`src/rtl/cpu_alu_mc.sv`:
```
`default_nettype none
// ============================================================================
// Module      : cpu_alu_mc
// Description : Multi-cycle ALU with valid/ready handshakes. Single-cycle ops
//               (add/sub/logic/load-half/shifts) finish one cycle after
//               accept; MUL (shift-add) and DIVU/REMU (restoring division)
//               iterate one bit per cycle for REG_WIDTH cycles. Result and
//               flags are registered and held until the consumer takes them.
// Revision    : 1.0 - initial release
// ============================================================================
module cpu_alu_mc #(
    parameter int REG_WIDTH  = 16,
    parameter bit MUL_ENABLE = 1'b1,
    parameter bit DIV_ENABLE = 1'b1
) (
    input  logic                   clk,
    input  logic                   rst,
    input  logic                   i_in_valid,
    output logic                   o_in_ready,
    input  logic [3:0]             i_op,
    input  logic [REG_WIDTH-1:0]   i_rs1_value,
    input  logic [REG_WIDTH-1:0]   i_rs2_value,
    input  logic [REG_WIDTH/2-1:0] i_imm,
    output logic                   o_out_valid,
    input  logic                   i_out_ready,
    output logic [REG_WIDTH-1:0]   o_result,
    output logic                   o_eq,
    output logic                   o_gt,
    output logic                   o_lt,
    output logic                   o_carry,
    output logic                   o_div_zero
);

    localparam int IMM_WIDTH = REG_WIDTH / 2;
    localparam int SHW       = $clog2(REG_WIDTH);

    localparam logic [3:0] c_OP_ADD  = 4'd0;
    localparam logic [3:0] c_OP_SUB  = 4'd1;
    localparam logic [3:0] c_OP_AND  = 4'd2;
    localparam logic [3:0] c_OP_OR   = 4'd3;
    localparam logic [3:0] c_OP_XOR  = 4'd4;
    localparam logic [3:0] c_OP_LH   = 4'd5;
    localparam logic [3:0] c_OP_LL   = 4'd6;
    localparam logic [3:0] c_OP_SHL  = 4'd7;
    localparam logic [3:0] c_OP_SHR  = 4'd8;
    localparam logic [3:0] c_OP_SRA  = 4'd9;
    localparam logic [3:0] c_OP_MUL  = 4'd10;
    localparam logic [3:0] c_OP_DIVU = 4'd11;
    localparam logic [3:0] c_OP_REMU = 4'd12;

    localparam logic [SHW-1:0] c_LAST_ITER = SHW'(REG_WIDTH - 1);

    typedef enum logic [1:0] {
        S_IDLE = 2'd0,
        S_BUSY = 2'd1,
        S_DONE = 2'd2
    } t_state;

    t_state                 r_state;
    logic                   r_in_ready;
    logic                   r_out_valid;
    logic [REG_WIDTH-1:0]   r_result;
    logic                   r_eq;
    logic                   r_gt;
    logic                   r_lt;
    logic                   r_carry;
    logic                   r_div_zero;

    // Iteration datapath: r_acc is the product accumulator or the partial
    // remainder; r_x is the multiplier (shifted right) or the dividend that
    // turns into the quotient (shifted left); r_y is the multiplicand
    // (shifted left) or the fixed divisor.
    logic                   r_is_mul;
    logic                   r_is_rem;
    logic [SHW-1:0]         r_cnt;
    logic [REG_WIDTH-1:0]   r_acc;
    logic [REG_WIDTH-1:0]   r_x;
    logic [REG_WIDTH-1:0]   r_y;

    logic [REG_WIDTH-1:0]   w_res;
    logic                   w_carry;
    logic [REG_WIDTH:0]     w_sum;
    logic [SHW-1:0]         w_amt;
    logic                   w_is_mul;
    logic                   w_is_div;
    logic [REG_WIDTH-1:0]   w_mul_acc;
    logic [REG_WIDTH:0]     w_rem_sh;
    logic [REG_WIDTH:0]     w_rem_diff;
    logic                   w_rem_ge;
    logic [REG_WIDTH-1:0]   w_div_rem;
    logic [REG_WIDTH-1:0]   w_div_quo;

    assign w_is_mul = MUL_ENABLE && (i_op == c_OP_MUL);
    assign w_is_div = DIV_ENABLE && ((i_op == c_OP_DIVU) || (i_op == c_OP_REMU));
    assign w_sum    = {1'b0, i_rs1_value} + {1'b0, i_rs2_value};
    assign w_amt    = i_rs2_value[SHW-1:0];

    // Single-cycle result computed straight from the request; illegal or
    // multi-cycle opcodes fall to the zero default.
    always_comb begin
        w_res   = '0;
        w_carry = 1'b0;
        case (i_op)
            c_OP_ADD: begin
                w_res   = w_sum[REG_WIDTH-1:0];
                w_carry = w_sum[REG_WIDTH];
            end
            c_OP_SUB: begin
                w_res   = i_rs1_value - i_rs2_value;
                w_carry = (i_rs1_value < i_rs2_value);
            end
            c_OP_AND: w_res = i_rs1_value & i_rs2_value;
            c_OP_OR:  w_res = i_rs1_value | i_rs2_value;
            c_OP_XOR: w_res = i_rs1_value ^ i_rs2_value;
            c_OP_LH:  w_res = {i_imm, i_rs1_value[IMM_WIDTH-1:0]};
            c_OP_LL:  w_res = {i_rs1_value[REG_WIDTH-1:IMM_WIDTH], i_imm};
            c_OP_SHL: w_res = i_rs1_value << w_amt;
            c_OP_SHR: w_res = i_rs1_value >> w_amt;
            c_OP_SRA: w_res = $unsigned($signed(i_rs1_value) >>> w_amt);
            default:  w_res = '0;
        endcase
    end

    // One shift-add step and one restoring-division step. A zero divisor
    // always "fits", giving an all-ones quotient and the dividend as remainder.
    assign w_mul_acc  = r_acc + (r_x[0] ? r_y : '0);
    assign w_rem_sh   = {r_acc, r_x[REG_WIDTH-1]};
    assign w_rem_diff = w_rem_sh - {1'b0, r_y};
    assign w_rem_ge   = ~w_rem_diff[REG_WIDTH];
    assign w_div_rem  = w_rem_ge ? w_rem_diff[REG_WIDTH-1:0] : w_rem_sh[REG_WIDTH-1:0];
    assign w_div_quo  = {r_x[REG_WIDTH-2:0], w_rem_ge};

    // Control FSM with registered handshakes, result and flags.
    always_ff @(posedge clk or posedge rst) begin
        if (rst) begin
            r_state     <= S_IDLE;
            r_in_ready  <= 1'b1;
            r_out_valid <= 1'b0;
            r_result    <= '0;
            r_eq        <= 1'b0;
            r_gt        <= 1'b0;
            r_lt        <= 1'b0;
            r_carry     <= 1'b0;
            r_div_zero  <= 1'b0;
            r_is_mul    <= 1'b0;
            r_is_rem    <= 1'b0;
            r_cnt       <= '0;
            r_acc       <= '0;
            r_x         <= '0;
            r_y         <= '0;
        end else begin
            case (r_state)
                S_IDLE: begin
                    if (i_in_valid) begin
                        r_eq       <= (i_rs1_value == i_rs2_value);
                        r_gt       <= (i_rs1_value >  i_rs2_value);
                        r_lt       <= (i_rs1_value <  i_rs2_value);
                        r_carry    <= w_carry;
                        r_div_zero <= w_is_div && (i_rs2_value == '0);
                        r_in_ready <= 1'b0;
                        if (w_is_mul || w_is_div) begin
                            r_state  <= S_BUSY;
                            r_is_mul <= w_is_mul;
                            r_is_rem <= (i_op == c_OP_REMU);
                            r_cnt    <= '0;
                            r_acc    <= '0;
                            r_x      <= w_is_mul ? i_rs2_value : i_rs1_value;
                            r_y      <= w_is_mul ? i_rs1_value : i_rs2_value;
                        end else begin
                            r_state     <= S_DONE;
                            r_result    <= w_res;
                            r_out_valid <= 1'b1;
                        end
                    end
                end
                S_BUSY: begin
                    r_cnt <= r_cnt + 1'b1;
                    if (r_is_mul) begin
                        r_acc <= w_mul_acc;
                        r_x   <= r_x >> 1;
                        r_y   <= r_y << 1;
                    end else begin
                        r_acc <= w_div_rem;
                        r_x   <= w_div_quo;
                    end
                    if (r_cnt == c_LAST_ITER) begin
                        r_state     <= S_DONE;
                        r_out_valid <= 1'b1;
                        r_result    <= r_is_mul ? w_mul_acc
                                                : (r_is_rem ? w_div_rem : w_div_quo);
                    end
                end
                S_DONE: begin
                    if (i_out_ready) begin
                        r_state     <= S_IDLE;
                        r_out_valid <= 1'b0;
                        r_in_ready  <= 1'b1;
                    end
                end
                default: begin
                    r_state     <= S_IDLE;
                    r_out_valid <= 1'b0;
                    r_in_ready  <= 1'b1;
                end
            endcase
        end
    end

    assign o_in_ready  = r_in_ready;
    assign o_out_valid = r_out_valid;
    assign o_result    = r_result;
    assign o_eq        = r_eq;
    assign o_gt        = r_gt;
    assign o_lt        = r_lt;
    assign o_carry     = r_carry;
    assign o_div_zero  = r_div_zero;

endmodule
`default_nettype wire

```
`config.mk`:
```
export PLATFORM = sky130hd
export DESIGN_NAME = cpu_alu_mc
export DESIGN_NICKNAME = d
export VERILOG_FILES = /design/src/rtl/cpu_alu_mc.sv
export SDC_FILE = /design/constraint.sdc
export NUM_CORES = 1
export LEC_CHECK = 0
export BUFFER_PORTS_ARGS = -buffer_cell sky130_fd_sc_hd__buf_2
export CAP_MARGIN = 25
export CORE_MARGIN = 5
export CORE_UTILIZATION = 50
export DETAILED_ROUTE_END_ITERATION = 16
export PLACE_DENSITY = 0.75
export SYNTH_ARGS = -nofsm -noshare
export SYNTH_HDL_FRONTEND = slang
export SYNTH_SLANG_ARGS = --single-unit
```
`constraint.sdc`:
```
create_clock -name clk -period 3.3 [get_ports clk]
set_input_delay 0.165 -clock clk [delete_from_list [all_inputs] [get_ports clk]]
set_output_delay 0.165 -clock clk [all_outputs]
set_load 0.005 [all_outputs]
```
=== Word-level counts from Yosys, hierarchy flattened ===
Index checks and enable logic that the tools add are counted.

* Add/sub/neg operators: 5
* $lt $le $gt $ge: 2
* Equal/unequal tests: 22
* Shifts and indexed selects: 3
* Mux-type cells: 40
* Bitwise logic cells: 5
* Reduce and logical (&&, ||, !) cells: 15

{| class="wikitable"
|+ Operators by type and width
! operator !! number
|-
| two-way mux 16 bit || 18
|-
| case mux 16 bit (10 select lines) || 1
|-
| case mux 16 bit (2 select lines) || 4
|-
| equality test 4 bit, second input constant || 6
|-
| adder 16 x 16 -> 17 bit || 1
|-
| subtractor 17 x 16 -> 17 bit || 1
|-
| adder 16 bit || 1
|-
| AND 16 bit || 1
|-
| equality test 16 bit || 1
|-
| equality test 4 x 3 -> 1 bit, second input constant || 4
|-
| > comparator 16 bit || 1
|-
| logical NOT 16 bit || 1
|-
| less-than comparator 16 bit || 1
|-
| OR 16 bit || 1
|-
| << shifter 16 x 4 -> 16 bit || 1
|-
| right shift 16 x 4 -> 16 bit || 1
|-
| >>> shifter 16 x 4 -> 16 bit || 1
|-
| subtractor 16 bit || 1
|-
| XOR 16 bit || 1
|-
| != test 2 bit, second input constant || 6
|-
| AND reduction 3 bit || 4
|-
| AND reduction 4 bit || 3
|-
| equality test 4 x 2 -> 1 bit, second input constant || 2
|-
| two-way mux 2 bit || 4
|-
| 17 further kinds || 26
|}

* Flip-flop bits (word level): 79
* Input bits: 48
* Output and inout port bits: 23

=== Depth between registers and ports, before layout ===
* Depth after elaboration: 6
* Mapped depth: 15

=== Worst setup path after synthesis ===
OpenSTA, ideal clock, no wires.

* Kind: register to register
* Start: register r_x[0]
* End: register r_result[14], in the netlist o_result[14]
* Data arrival time: 3.121 ns
* Data required time: 3.174 ns
* Path slack: 0.053 ns
* Stages on the path, launching flop included: 15
* Buffers on the path: 2
* Period minus slack after synthesis: 3.247 ns
* Cells stage by stage: dfrtp_1 clkbuf_1 clkbuf_1 and2_1 ha_1 fa_1 a21o_1 a2111oi_2 o31ai_1 a21o_1 a21oi_1 o21ai_1 xnor2_1 nor2_1 o32a_1

* Cells in the longest elaborated chain, start to end: 5

{| class="wikitable"
|+ Ends and longest elaborated chain
! item !! line !! RTL
|-
| from (decl) || 77 || <nowiki>logic [REG_WIDTH-1:0] r_x;</nowiki>
|-
| from (signal assigned) || 167 || <nowiki>r_x <= w_is_mul ? i_rs2_value : i_rs1_value;</nowiki>
|-
| from (signal assigned) || 180 || <nowiki>r_x <= r_x >> 1;</nowiki>
|-
| from (signal assigned) || 184 || <nowiki>r_x <= w_div_quo;</nowiki>
|-
| two-way mux 16 bit || 126 || <nowiki>assign w_mul_acc = r_acc + (r_x[0] ? r_y : '0);</nowiki>
|-
| adder 16 bit || 126 ||
|-
| two-way mux 16 bit || 189 || <nowiki>r_result <= r_is_mul ? w_mul_acc</nowiki>
|-
| two-way mux 16 bit || 186 || <nowiki>if (r_cnt == c_LAST_ITER) begin</nowiki>
|-
| case mux 16 bit (2 select lines) || 152 || <nowiki>case (r_state)</nowiki>
|-
| to (signal assigned) || 171 || <nowiki>r_result <= w_res;</nowiki>
|-
| to (signal assigned) || 189 ||
|-
| to (decl) || 62 || <nowiki>logic [REG_WIDTH-1:0] r_result;</nowiki>
|}

No other way between the ends. The select of a mux whose other input is x is not followed.
A chain may end at the register's enable or synchronous reset.

=== Worst setup path in the final report ===
* Start: register r_y[13]
* End: register r_result[8], in the netlist o_result[8]

* Cells in the longest elaborated chain, start to end: 6

{| class="wikitable"
|+ Ends and longest elaborated chain
! item !! line !! RTL
|-
| from (decl) || 78 || <nowiki>logic [REG_WIDTH-1:0] r_y;</nowiki>
|-
| from (signal assigned) || 168 || <nowiki>r_y <= w_is_mul ? i_rs1_value : i_rs2_value;</nowiki>
|-
| from (signal assigned) || 181 || <nowiki>r_y <= r_y << 1;</nowiki>
|-
| subtractor 17 x 16 -> 17 bit || 128 || <nowiki>assign w_rem_diff = w_rem_sh - {1'b0, r_y};</nowiki>
|-
| two-way mux 16 bit || 130 || <nowiki>assign w_div_rem = w_rem_ge ? w_rem_diff[REG_WIDTH-1:0] : w_rem_sh[REG_WIDTH-1:0];</nowiki>
|-
| two-way mux 16 bit || 190 || <nowiki>: (r_is_rem ? w_div_rem : w_div_quo);</nowiki>
|-
| two-way mux 16 bit || 189 ||
|-
| two-way mux 16 bit || 186 ||
|-
| case mux 16 bit (2 select lines) || 152 ||
|}

No other way between the ends. The select of a mux whose other input is x is not followed.

==> results.tsv <==
stage	metric	value	unit
place	gp_congestion	1.078	
place	dp_hpwl	30450	um
status	status	completed	
power_and_ir_drop	power.total	8230	uW
synth	synth_edf_count	0	
drt	routedWlPerCell	23.42	um
grt	grt_max_degree	50	
critical_path	crit_fanout	5	
critical_path	cp_top_family	compound AO/OA/AOI/OAI gates	
drt	highest_layer	met4	
min_path	whs_path_depth	2	
critical_path	r2r.worst_path.cells	11	
synth	synth_most_common_cell	nand2_1	
synth	synth-seq-cells	79	
power_and_ir_drop	power_density	726.9	nW/um2
drt	drtIter0Drc	1384	
power_and_ir_drop	ir_drop	0.0005287	V
floorplanning	design.die.area	23140	um2
drt	drt-met1-wl	15570	um
sta	max_freq	313.1	MHz
floorplanning	die_w	152.1	um
synth	synth_top_area_share	19.33	%
drt	via_per_inst	6.590	
synth	yosysWarningCount	0	
grt	grt_use_total	33.07	%
critical_path	r2r-end	o_result[8]	
layout	drive_gt1_share	15.77	%
floorplanning	start_util	50.40	%
synth	syn_area	10100	um2
clock_network	clock_sinks	79	
clock_network	ctsLongestPathBuffers	2	
synth	synth.avg_cell_area	7.345	um2
drt	routed_wl	40030	um
synth	yosysUniqueCellTypes	82	
synth	netlist_top_cells_area	dfrtp_1 19%, ha_1 11%, nand2_1 6.9%, a21oi_1 6.4%, o21ai_0 6.4%	
clock_network	h-tree-depth	3	
clock_network	tritoncts	done	
drt	drc	0	
drt	firstDrtPassIters	6	
drt	num_vias	11263	
clock_network	cts-root-buf	clkbuf_16	
sta	fin_worst_skew	0.009965	ns
critical_path	reg2reg_slack	0.11	ns
critical_path	path_class	reg2reg	
critical_path	max_stage_delay	0.44	ns
clock_network	path_clk_slew	0.07	ns
sta	finalSetupViolations	0	
sta	min_period_over_period	96.79	%
place	place_inst	1690	
critical_path	cp_slowest_cell	dfrtp_1	
min_path	whs_endpoint	r_state[1]	
sta	worst_pin_slew	1.044	ns
critical_path	path_depth	11	
layout	layout.nets	1571	
layout	fin_cells	1709	
synth	yosysTopAreaCell	dfrtp_1	
synth	synth_ff_type	dfrtp_1	
floorplanning	io_pins	71	
flow_run	cap_violations	0	
min_path	hold_class	in2reg	
floorplanning	core_area	20040	um2
clock_network	numCtsBuffers	9	
sta	fin_crit	3.194	ns
critical_path	required	3.53	ns
place	io_buffer_count	70	
sta	maxSlewViolCount	0	
critical_path	end_kind	flip-flop	
critical_path	cp-start-kind	flip-flop	
synth	synthCells	1375	
drt	postRouteAntennaNets	0	
grt	grt_pass1_vias	10591	
synth	synthArstFlopShare	100.0	%
power_and_ir_drop	power.leakage	0.005170	uW
drt	dr_wl_met2	18250	um
grt	grt_pass1_wl	61290	um
grt	grt_antenna_before_repair	0	
layout	area_growth	12.10	%
critical_path	crit_buf_inv	1	
critical_path	r2r-start	r_y[13]	
floorplanning	die_height	152.1	um
min_path	holdCritStartpoint	i_out_ready	
critical_path	arrival	3.42	ns
sta	hold_viol_final	0	
sta	relSlewSlack	30.12	%
synth	ys_seq_area_share	19.59	%
critical_path	crit_chain	inv_1, ha_1, a21o_1, a211o_1, o22ai_1, nor2_4, xnor2_4, mux2_1, mux2i_1, nor2_1, o32a_1	
synth	synth_nets	1512	
layout	diodes	0	
synth	netlist_top_cells_count	185 x nand2_1, 130 x a21oi_1, 129 x o21ai_0, 106 x nor2_1, 85 x ha_1	
grt	grt_overflow	0	
floorplanning	num_rows	52	
clock_network	clk_latency	0.35	ns
drt	wl_met3	3688	um
## cell type report
cell class / count / area [um2]
clock buffer: 9 / 225.2
fill: 1963 / 8717
clock inverter: 7 / 60.06
tap: 270 / 337.8
timing repair buffer: 153 / 1005
multi-input combinational: 1122 / 7456
inverter: 69 / 260.3
sequential: 79 / 1978
## flip-flops by register name, summed over array words and instances (netlist names)
register and flops:
r_cnt 4, r_is_mul 1, o_gt 1, o_in_ready 1
r_acc 16, r_state 2, o_result 16, o_eq 1
r_y 16, r_is_rem 1, o_out_valid 1, o_div_zero 1
r_x 16, o_lt 1, o_carry 1
## worst register-to-register path: stages, from the launching register on
cell	delay, ns
dfrtp_1	0.44
inv_1	0.07
ha_1	0.34
a21o_1	0.22
a211o_1	0.35
o22ai_1	0.34
nor2_4	0.10
xnor2_4	0.27
mux2_1	0.39
mux2i_1	0.17
nor2_1	0.06
o32a_1	0.34
## report_power, final
group	internal, uW	switching [uW]
combinational	2240	3040
sequential	1400	555
clock	528	466
## what timing repair did
| item | CTS | global route |
|---|---|---|
| setup endpoints to repair | 0 | 13 |
| endpoints found under the hold margin | 39 | 0 |
| setup buffers | 0 | 2 |
| hold buffers | 1 | 0 |
| resized for setup | 0 | 10 |
## through the flow
step | instance area [um2] | worst slack, ns | hold WS [ns] | setup TNS [ns] | utilization, %
final | 11320 | 0.1060 | 0.02056 | 0 | 56.50
after global routing | 11320 | -0.03728 | 0.02834 | -0.03869 | 56.50
after CTS | 11260 | 0.02091 | 0.01790 | 0 | 56.18
after detailed placement | 10960 | 0.04891 | 0.3116 | 0 | 54.71
after global placement | 10960 | 0.1137 | 0.3079 | 0 | 54.71
after floorplan | 10100 | 0.05301 | 0.2723 | 0 | -
## cells by family (layout without fill, tap and decap cells)
group / Yosys count / after routing / share of synthesized area (%)
AO/OA/AOI/OAI: 506 / 506 / 32.40
AND/OR/NAND/NOR: 430 / 430 / 19.20
buffers and inverters: 174 / 238 / 6.938
adder cells (fa/ha/maj): 89 / 89 / 11.32
flip-flops: 79 / 79 / 19.59
multiplexers: 65 / 65 / 7.594
XOR/XNOR: 32 / 32 / 2.961
## worst max path at each step
stage             from            to  slack (ns)
2_1_floorplan   r_x[0]  o_result[14]        0.05
3_3_place_gp    r_y[0]  o_result[14]        0.11
3_5_place_dp    r_y[0]  o_result[14]        0.05
4_1_cts         r_y[0]  o_result[14]        0.02
5_1_grt        r_x[15]   o_result[8]       -0.04
6_report       r_y[13]   o_result[8]        0.11
## layer usage
| metal | global-route usage (%) | vias to the layer above |
|---|---|---|
| met4 | 17.72 | 0 |
| li1 | - | 5110 |
| met3 | 4.039 | 165 |
| met2 | 53.85 | 731 |
| met1 | 42.96 | 5257 |
| met5 | 0 | - |
## cells in the final DEF, fill, tap and decap left out, drive strengths merged, types with 12 or more instances in the layout
| cell | count |
|---|---|
| xnor2 | 19 |
| mux2 | 23 |
| o211ai | 38 |
| a211oi | 16 |
| a31oi | 16 |
| nor3 | 22 |
| ha | 85 |
| a22oi | 17 |
| o22ai | 12 |
| inv | 74 |
| xor2 | 13 |
| a21o | 24 |
| o21ai | 136 |
| nor2 | 107 |
| nand2 | 186 |
| buf | 152 |
| a21oi | 133 |
| mux2i | 35 |
| o21a | 12 |
| a221oi | 17 |
| nand2b | 20 |
| nand3 | 23 |
| dfrtp | 78 |
| nor2b | 15 |
| and2 | 23 |
Note: power is estimated with default switching activity, not from simulation.
